**src/rtl/tenthirty_pkg.sv**
```systemverilog
// Shared definitions for the ten-and-a-half game controller: FSM states,
// bust threshold and the card scoring helpers (all scores in half-points).
package tenthirty_pkg;

  typedef enum logic [3:0] {
    IDLE,
    P_REQ,
    P_WAIT,
    P_DECIDE,
    D_REQ,
    D_WAIT,
    D_DECIDE,
    RESULT,
    SHOW,
    DONE
  } state_t;

  localparam int BUST_LIMIT = 21;

  // Pip cards score face value (doubled into half-points), court cards 0.5.
  function automatic logic [4:0] card_half_pts(input logic [3:0] number);
    if (number <= 4'd10) return {number, 1'b0};
    else return 5'd1;
  endfunction

  function automatic logic card_legal(input logic [3:0] number);
    return (number != 4'd0) && (number <= 4'd13);
  endfunction

endpackage

```
**src/rtl/tenthirty_hand.sv**
```systemverilog
// One hand's running score: saturating half-point total, card count and the
// bust / five-card flags derived from them.
module tenthirty_hand
  import tenthirty_pkg::*;
#(
  parameter int MAX_CARDS = 5
) (
  input  logic       clk,
  input  logic       rst,
  input  logic       add,
  input  logic       clr,
  input  logic [3:0] card,
  output logic [4:0] pts,
  output logic [2:0] cnt,
  output logic       bust,
  output logic       five
);

  function automatic logic [4:0] sat_add(input logic [4:0] a, input logic [4:0] b);
    logic [5:0] sum;
    sum = {1'b0, a} + {1'b0, b};
    return sum[5] ? 5'd31 : sum[4:0];
  endfunction

  always_ff @(posedge clk or posedge rst) begin
    if (rst) begin
      pts <= '0;
      cnt <= '0;
    end else if (clr) begin
      pts <= '0;
      cnt <= '0;
    end else if (add) begin
      pts <= sat_add(pts, card_half_pts(card));
      if (cnt != 3'(MAX_CARDS)) cnt <= cnt + 3'd1;
    end
  end

  assign bust = pts > 5'(BUST_LIMIT);
  assign five = cnt == 3'(MAX_CARDS);

endmodule

```
**src/rtl/tenthirty_game_ctrl.sv**
```systemverilog
// Ten-and-a-half round sequencer: requests cards from the LUT, scores the
// player and dealer hands, runs the turn FSM and latches the round winner.
module tenthirty_game_ctrl
  import tenthirty_pkg::*;
#(
  parameter int ROUNDS       = 4,
  parameter int LUT_LAT      = 1,
  parameter int DEALER_STAND = 16,
  parameter int MAX_CARDS    = 5
) (
  input  logic       clk,
  input  logic       rst,
  input  logic       btn_m,
  input  logic       btn_r,
  input  logic [3:0] number,
  output logic       pip,
  output logic [4:0] player_pts,
  output logic [4:0] dealer_pts,
  output logic [2:0] player_cnt,
  output logic [2:0] dealer_cnt,
  output logic [3:0] last_card,
  output logic [2:0] round_idx,
  output logic [2:0] led
);

  state_t     state, state_nxt;
  logic [1:0] wcnt;
  logic       wait_done, card_ok;
  logic       p_add, d_add, clr_hands, round_first, round_next, go_done, win_p;
  logic       p_bust, p_five, d_bust, d_five;

  assign wait_done = wcnt == 2'(LUT_LAT);
  assign card_ok   = card_legal(number);
  assign pip       = (state == P_REQ) || (state == D_REQ);

  always_ff @(posedge clk or posedge rst) begin
    if (rst) state <= IDLE;
    else     state <= state_nxt;
  end

  always_comb begin
    state_nxt   = state;
    p_add       = 1'b0;
    d_add       = 1'b0;
    clr_hands   = 1'b0;
    round_first = 1'b0;
    round_next  = 1'b0;
    go_done     = 1'b0;
    win_p       = 1'b0;
    case (state)
      IDLE: begin
        if (btn_m) begin
          state_nxt   = P_REQ;
          round_first = 1'b1;
          clr_hands   = 1'b1;
        end
      end
      P_REQ: state_nxt = P_WAIT;
      // An illegal card is dropped and the request is simply re-issued.
      P_WAIT: begin
        if (wait_done) begin
          if (card_ok) begin
            p_add     = 1'b1;
            state_nxt = P_DECIDE;
          end else begin
            state_nxt = P_REQ;
          end
        end
      end
      P_DECIDE: begin
        if (p_bust || p_five)         state_nxt = RESULT;
        else if (player_cnt == 3'd1)  state_nxt = P_REQ;
        else if (btn_r)               state_nxt = D_REQ;
        else if (btn_m)               state_nxt = P_REQ;
      end
      D_REQ: state_nxt = D_WAIT;
      D_WAIT: begin
        if (wait_done) begin
          if (card_ok) begin
            d_add     = 1'b1;
            state_nxt = D_DECIDE;
          end else begin
            state_nxt = D_REQ;
          end
        end
      end
      D_DECIDE: begin
        if ((dealer_pts < 5'(DEALER_STAND)) && !d_five && !d_bust) state_nxt = D_REQ;
        else state_nxt = RESULT;
      end
      // Ties and player busts go to the dealer.
      RESULT: begin
        win_p     = !p_bust && (p_five || d_bust || (player_pts > dealer_pts));
        state_nxt = SHOW;
      end
      SHOW: begin
        if (btn_m) begin
          if (round_idx == 3'(ROUNDS)) begin
            state_nxt = DONE;
            go_done   = 1'b1;
          end else begin
            state_nxt  = P_REQ;
            round_next = 1'b1;
            clr_hands  = 1'b1;
          end
        end
      end
      DONE:    state_nxt = DONE;
      default: state_nxt = IDLE;
    endcase
  end

  always_ff @(posedge clk or posedge rst) begin
    if (rst) begin
      wcnt      <= '0;
      round_idx <= '0;
      last_card <= '0;
      led       <= '0;
    end else begin
      if ((state == P_REQ) || (state == D_REQ))
        wcnt <= 2'd1;
      else if (((state == P_WAIT) || (state == D_WAIT)) && !wait_done)
        wcnt <= wcnt + 2'd1;
      else
        wcnt <= '0;

      if (round_first)     round_idx <= 3'd1;
      else if (round_next) round_idx <= round_idx + 3'd1;

      if (clr_hands)           last_card <= '0;
      else if (p_add || d_add) last_card <= number;

      if (clr_hands)             led[1:0] <= 2'b00;
      else if (state == RESULT)  led[1:0] <= win_p ? 2'b01 : 2'b10;

      if (go_done) led[2] <= 1'b1;
    end
  end

  tenthirty_hand #(.MAX_CARDS(MAX_CARDS)) u_player (
    .clk  (clk),
    .rst  (rst),
    .add  (p_add),
    .clr  (clr_hands),
    .card (number),
    .pts  (player_pts),
    .cnt  (player_cnt),
    .bust (p_bust),
    .five (p_five)
  );

  tenthirty_hand #(.MAX_CARDS(MAX_CARDS)) u_dealer (
    .clk  (clk),
    .rst  (rst),
    .add  (d_add),
    .clr  (clr_hands),
    .card (number),
    .pts  (dealer_pts),
    .cnt  (dealer_cnt),
    .bust (d_bust),
    .five (d_five)
  );

endmodule
```
**config.mk**
```make
export PLATFORM = sky130hd
export DESIGN_NAME = tenthirty_game_ctrl
export DESIGN_NICKNAME = d
export VERILOG_FILES = /design/src/rtl/tenthirty_pkg.sv /design/src/rtl/tenthirty_hand.sv /design/src/rtl/tenthirty_game_ctrl.sv
export SDC_FILE = /design/constraint.sdc
export NUM_CORES = 1
export LEC_CHECK = 0
export ABC_AREA = 0
export ABC_CLOCK_PERIOD_IN_PS = 2850
export CELL_PAD_IN_SITES_DETAIL_PLACEMENT = 1
export CELL_PAD_IN_SITES_GLOBAL_PLACEMENT = 2
export CORE_MARGIN = 2
export CORE_UTILIZATION = 23
export CTS_BUF_LIST = sky130_fd_sc_hd__clkbuf_4 sky130_fd_sc_hd__clkbuf_8 sky130_fd_sc_hd__clkbuf_16
export CTS_CLUSTER_SIZE = 28
export DETAILED_ROUTE_END_ITERATION = 12
export PLACE_DENSITY = 0.65
export SLEW_MARGIN = 20
export SYNTH_ARGS = -nofsm -noshare
export SYNTH_HDL_FRONTEND = slang
export SYNTH_HIERARCHICAL = 1
export SYNTH_SLANG_ARGS = --single-unit
```
**constraint.sdc**
```tcl
create_clock -name clk -period 2.85 [get_ports clk]
set_input_delay 0.57 -clock clk [delete_from_list [all_inputs] [get_ports clk]]
set_output_delay 0.57 -clock clk [all_outputs]
set_load 0.02 [all_outputs]
```
==> summary.txt, run 1 <==
CTS root buffer -> clkbuf_8
Switch share -> 44.8%
Non-Filler Instances -> 468
Power Density -> 900 nW/um^2
Clock network fraction of total power -> 11.7%
Crit. End Element -> flip-flop
CP required -> 3020 ps
CP Max Fanout -> 7
Clk sink count -> 32
Final min period -> 2590 ps
Worst-Skew Late Latency -> 280 ps
Tcrit/Tclk final -> 90.8%
Total global routing overflow -> 0
Core area -> 10300 sq um
Clock transition at the registers of the reported paths -> 70 ps
Hold wc startpoint -> led[2]
CP Launch Type -> primary input
Gpl congestion -> 0.776
Total Power -> 2.88 mW
DIE WIDTH -> 107 um
Die height -> 107 um
Hold_ws -> 487 ps
Area of the multi-input gates -> 1500 sq um
Largest net degree at the start of global routing -> 18
Drt via density -> 4.68
Post-route ant nets -> 0
Synth area leaders -> dfrtp_1 (33%), ha_1 (11%), inv_1 (4.6%), nor2_1 (3.7%), a21oi_1 (3.1%)
N_diodes -> 0
Power Internal -> 1.59 mW
Slew Limit Fails -> 0
Number of cells on the worst reg-to-reg path -> 8
Most frequent cells in the layout -> clkdlybuf4s50_1 (34), dfrtp_1 (32), inv_1 (30)
Most common cell after layout, fill and taps aside -> clkdlybuf4s50_1
Seq pwr share -> 29.1%
Dpl hpwl -> 5490 um
Slew headroom -> 53.4%
FFs w/ async S/R, synth -> 100%
Reg2Reg Setup Slack -> 770 ps
Post-synth EDFFs -> 0
Bufs on Longest Clock Path -> 2
Drt drc -> 0
Arrival time at the worst endpoint -> 2760 ps
Post-CTS Setup Bufs -> 0
Initial core utilization -> 23.7%
Worst min-delay path category -> flip-flop to flip-flop
Initial DRC count -> 51
Critical path origin -> number[1]
Initial antenna violation count -> 0
Fmax achieved -> 386 MHz
Number of global-route vias before repair -> 2318
Min-Delay Endpoint -> led[2]
Layout Nets -> 364
Crit Reg-Reg Startpoint -> state[2]
Syn Area/Cell -> 8.91 sq um
GRT Total Usage -> 13.1%
NetSw -> 1.29 mW
Leakage power -> 1.40 nW
WL final -> 6980 um
Worst Skew -> 6.77 ps
Syn Nets -> 307
Area growth syn-to-layout -> 30.6%
Storage element area -> 801 sq um
Hold buffers post-CTS -> 0
Wire per inst -> 14.9 um
Post-synth top area share -> 32.7%
Num CTS Buffers -> 5
Syn Std Cell Area -> 2450 sq um
Endpoints failing hold -> 0
Part of the Yosys area used for sequential elements -> 32.7%
Number of fillers in the final layout -> 1219
Global-route wire length before repair -> 12000 um
Yosys warning count -> 6
Worst-Margin Slew -> 699 ps
Reg2Reg Capture Point -> u_dealer/cnt[1]
Outcome -> complete, no violations
Hold depth -> 1
DR pass1 iterations -> 4
PortBufs -> 34
Biggest area consumer among synthesized cells -> dfrtp_1
Full die area -> 11500 sq um
Setup CP Type -> primary input to flip-flop
Via count -> 2189
Unrepaired setup endpoints after global routing -> false
Post-Place Cells -> 461
Cell variety after synth -> 58
Num rows -> 37
H-tree Lvls -> 2
Syn Inst Count -> 275
Max Cap Viol -> 0
Setup violations, final -> 0
Combinational power share -> 59.2%
CTS resizes -> 0
Layout cell share with drive strength beyond 1 -> 14.5%
Synth Register Bits -> 32
Peak supply drop -> 312 uV
Synth Flop Type -> dfrtp_1
Io pins -> 35
CTS tree -> built
[metrics by stage]
stage	TNS, ps	utilization, %	worst slack (ps)	area [sq um]
CTS	0	31.0	251	3200
global placement	0	30.2	21.1	3120
floorplan	0	-	738	2450
detailed placement	-117	30.2	-30.0	3120
finish	0	31.0	261	3200
global route	0	31.0	68.1	3200
[worst max path at each step]
stage	endpoint	cells past startpoint
floorplan	u_player/pts[4]	9
global placement	u_player/pts[4]	11
detailed placement	u_player/pts[4]	11
CTS	u_player/pts[3]	9
global route	u_dealer/pts[4]	11
finish	u_player/pts[3]	9
[kinds of logic after synthesis]
logic type | share of synthesized area (%)
buf+inv | 6.54
compound gates | 18.5
xor+xnor | 2.50
flops | 32.7
fa+ha+maj | 12.9
mux | 2.86
simple gates | 24.0
[cell type report]
cell class / count / area share [%]
inverter: 31 / 3.64
sequential: 32 / 25.0
clock buffer: 6 / 2.39
clock inverter: 1 / 0.156
multi-input combinational: 202 / 46.7
timing repair buffer: 60 / 16.7
tap: 136 / 5.32
[state kept, by name (all words and copies together) (netlist names)]
register / cells
u_dealer/pts: 5
round_idx: 3
u_player/pts: 5
u_player/cnt: 3
state: 4
u_dealer/cnt: 3
wcnt: 2
led: 3
last_card: 4
[critical path, stage by stage]
cell and delay, ps:
clkdlybuf4s50_1 590, a21oi_1 110, nand2b_1 180, and2_1 200, ha_1 280, a21o_2 140
a21oi_2 60, or4b_1 520, o311ai_1 110
[synthesized netlist by cell type (2+ instances only)]
cell type,instances
ha_1,22
nand3_1,7
o21ai_0,6
nor2b_1,9
nand2b_1,8
a21o_1,2
a21oi_1,15
a21oi_2,5
mux2i_1,7
nor4b_1,3
o221ai_1,2
and4b_1,2
clkbuf_1,5
o21ai_1,4
nand3b_1,2
a2111oi_0,2
o311ai_1,2
o21bai_1,2
a311oi_1,7
a211o_1,2
nor2_1,24
nand2_1,13
buf_2,5
xnor2_1,5
and2_1,8
xor2_1,2
nor3_1,7
inv_1,30
fa_1,2
nor3b_1,5
dfrtp_1,32
nor4_1,2
[power groups by stage]
stage	Clock, mW	Sequential (mW)	Combinational (mW)
after floorplan	0	0.901	0.992
after global placement	0	0.853	1.69
after detailed placement	0	0.854	1.71
after CTS	0.353	0.848	1.73
after global routing	0.381	0.874	1.90
final	0.336	0.837	1.71
[layer usage]
| layer | GRT usage (%) | vias to the layer above | wire (um) |
|---|---|---|---|
| met5 | 0 | - | 0 |
| met4 | 2.50 | 0 | 38 |
| met3 | 2.25 | 2 | 142 |
| met2 | 21.8 | 26 | 3420 |
| met1 | 17.8 | 1067 | 3380 |
| li1 | - | 1094 | - |
Note: power is estimated with default switching activity, not from simulation.
==> run 2, diff against run 1 <==
Settings changed: ABC_CLOCK_PERIOD_IN_PS 2850 to 2900.
Clock period 2.85 ns to 2.9 ns, I/O delays scaled along.
==> run 2 against run 1 <==
  * Sequential share of layout area is the same
  * Sequential cell count unchanged
  * Core utilization unchanged
  * Clock power rose by 44%
  * Largest power group unchanged
  * Worst setup slack improved by 31 ps
  * Worst hold slack got worse by 6.6 ps
  * Via count decreased by 0.64%
  * Count of clock-buffer cells in the layout up 1
  * Largest cell class unchanged
  * Die area did not move
  * Critical endpoint is now u_dealer/pts[4]
  * Non-clock buffer count shrank 6
==> summary.txt, run 2 (same netlist as run 1, synthesis figures left out) <==
Fmax achieved -> 383 MHz
Tcrit/Tclk final -> 89.9%
Die height -> 107 um (unchanged)
Post-route ant nets -> 0 (unchanged)
Crit. End Element -> flip-flop
Number of global-route vias before repair -> 2276 (-1.8%)
N_diodes -> 0 (unchanged)
GRT Total Usage -> 12.8% (-0.32 points)
Total global routing overflow -> 0 (unchanged)
Post-CTS Setup Bufs -> 0 (unchanged)
PortBufs -> 34 (unchanged)
CTS root buffer -> clkbuf_8
Largest regs -> u_dealer/pts x5, u_player/pts x5
Layout cell share with drive strength beyond 1 -> 13.1% (-1.3 points)
Storage element area -> 801 sq um (unchanged)
Core area -> 10300 sq um (unchanged)
DIE WIDTH -> 107 um (unchanged)
Hold buffers post-CTS -> 0 (unchanged)
Drt via density -> 4.70 (+0.43%)
WL final -> 6970 um (-0.19%)
Final min period -> 2610 ps
Via count -> 2175 (-0.64%)
Outcome -> complete, no violations
Setup violations, final -> 0 (unchanged)
Clk sink count -> 32 (unchanged)
Setup CP Type -> primary input to flip-flop
Bufs on Longest Clock Path -> 2 (unchanged)
DR pass1 iterations -> 6 (+2)
Dpl hpwl -> 5310 um (-3.2%)
Setup TNS -> 0 ps (unchanged)
Area growth syn-to-layout -> 30.6% (unchanged)
Slew Limit Fails -> 0 (unchanged)
Unrepaired setup endpoints after global routing -> false
Layout Nets -> 358 (-1.6%)
Hold depth -> 1 (unchanged)
Number of cells on the worst reg-to-reg path -> 7 (-1)
Arrival time at the worst endpoint -> 2800 ps (+40 ps)
Worst Skew -> 3.29 ps (-3.48 ps)
Worst-Margin Slew -> 720 ps (+21.0 ps)
Clock transition at the registers of the reported paths -> 70 ps (about the same)
Worst min-delay path category -> flip-flop to flip-flop
Full die area -> 11500 sq um (unchanged)
Gpl congestion -> 0.756 (-2.7%)
Post-Place Cell Area -> 3070 sq um (-1.4%)
CP Max Fanout -> 7 (unchanged)
Non-Filler Instances -> 463 (-1.1%)
Initial DRC count -> 51 (unchanged)
Most frequent cells in the layout -> clkdlybuf4s50_1 (34), dfrtp_1 (32), inv_1 (30)
Number of fillers in the final layout -> 1214 (-0.41%)
Initial antenna violation count -> 0 (unchanged)
Worst-Skew Late Latency -> 280 ps (about the same)
CP required -> 3100 ps (+80 ps)
Num rows -> 37 (unchanged)
H-tree Lvls -> 2 (unchanged)
Peak supply drop -> 320 uV (+2.6%)
CP Launch Type -> primary input
Io pins -> 35 (unchanged)
Setup WS pre-CTS -> -31.7 ps (-1.68 ps)
Num CTS Buffers -> 5 (unchanged)
Global-route wire length before repair -> 11500 um (-3.8%)
Wire per inst -> 15.0 um (+0.89%)
CTS resizes -> 0 (unchanged)
Most common cell after layout, fill and taps aside -> clkdlybuf4s50_1
Post-Place Cells -> 455 (-1.3%)
Final core occ -> 31.0% (unchanged)
Largest net degree at the start of global routing -> 19 (+1)
Initial core utilization -> 23.7% (unchanged)
Max Cap Viol -> 0 (unchanged)
Slew headroom -> 52.0% (-1.4 points)
Drt drc -> 0 (unchanged)
Slack of the critical path -> 292 ps (+31.2 ps)
CTS tree -> built
Leakage power -> 1.39 nW (-0.68%)
Area of the multi-input gates -> 1500 sq um (unchanged)
Final Cell Area -> 3200 sq um (unchanged)
Endpoints failing hold -> 0 (unchanged)
Power Density -> 922 nW/um^2 (+2.5%)
[run 2: cell type report]
cell class	instances	share of cell area, %
multi-input cells	202	46.7
clock buffers	7	3.01
inverters	31	3.64
flip-flops and latches	32	25.0
repair buffers	54	15.3
well taps	136	5.32
clock inverters	1	0.939
[run 2: where the power goes]
group | internal, mW | switching, mW | total, mW | leakage [nW]
clock | 0.303 | 0.181 | 0.484 | 0.0645
sequential | 0.596 | 0.247 | 0.843 | 0.426
combinational | 0.769 | 0.854 | 1.62 | 0.903
[run 2: through the flow]
stage	hold WS [ps]	power, mW
after floorplan	396	1.86
after global placement	457	2.47
after detailed placement	466	2.49
after CTS	486	3.00
after global routing	502	3.21
final	481	2.95
[run 2: path summary, 6_finish.rpt]
path,from,slack [ps],to
hold reg to reg,led[2],480,led[2]
max in group asynchronous,rst,1610,state[2]
hold / removal,led[2],480,led[2]
setup reg to reg,state[2],640,u_dealer/cnt[1]
setup / recovery,number[1],290,u_dealer/pts[4]
min in group asynchronous,rst,670,u_dealer/pts[1]
[run 2: critical path, cell delays in order]
cell             delay, ps
clkdlybuf4s50_1        610
a21oi_1                120
nand2b_1               170
inv_1                   70
ha_1                   170
inv_1                   60
fa_1                   400
nand2b_1               170
a21oi_2                130
xnor2_1                 80
a311oi_2               230
[run 2: routing by layer]
metal	vias to the layer above	GRT usage, %	share of wire (%)
met3	4	2.55	2.0
met2	22	21.7	49
met5	-	0	0
met1	1069	16.3	49
met4	0	3.62	0.66
li1	1080	-	-
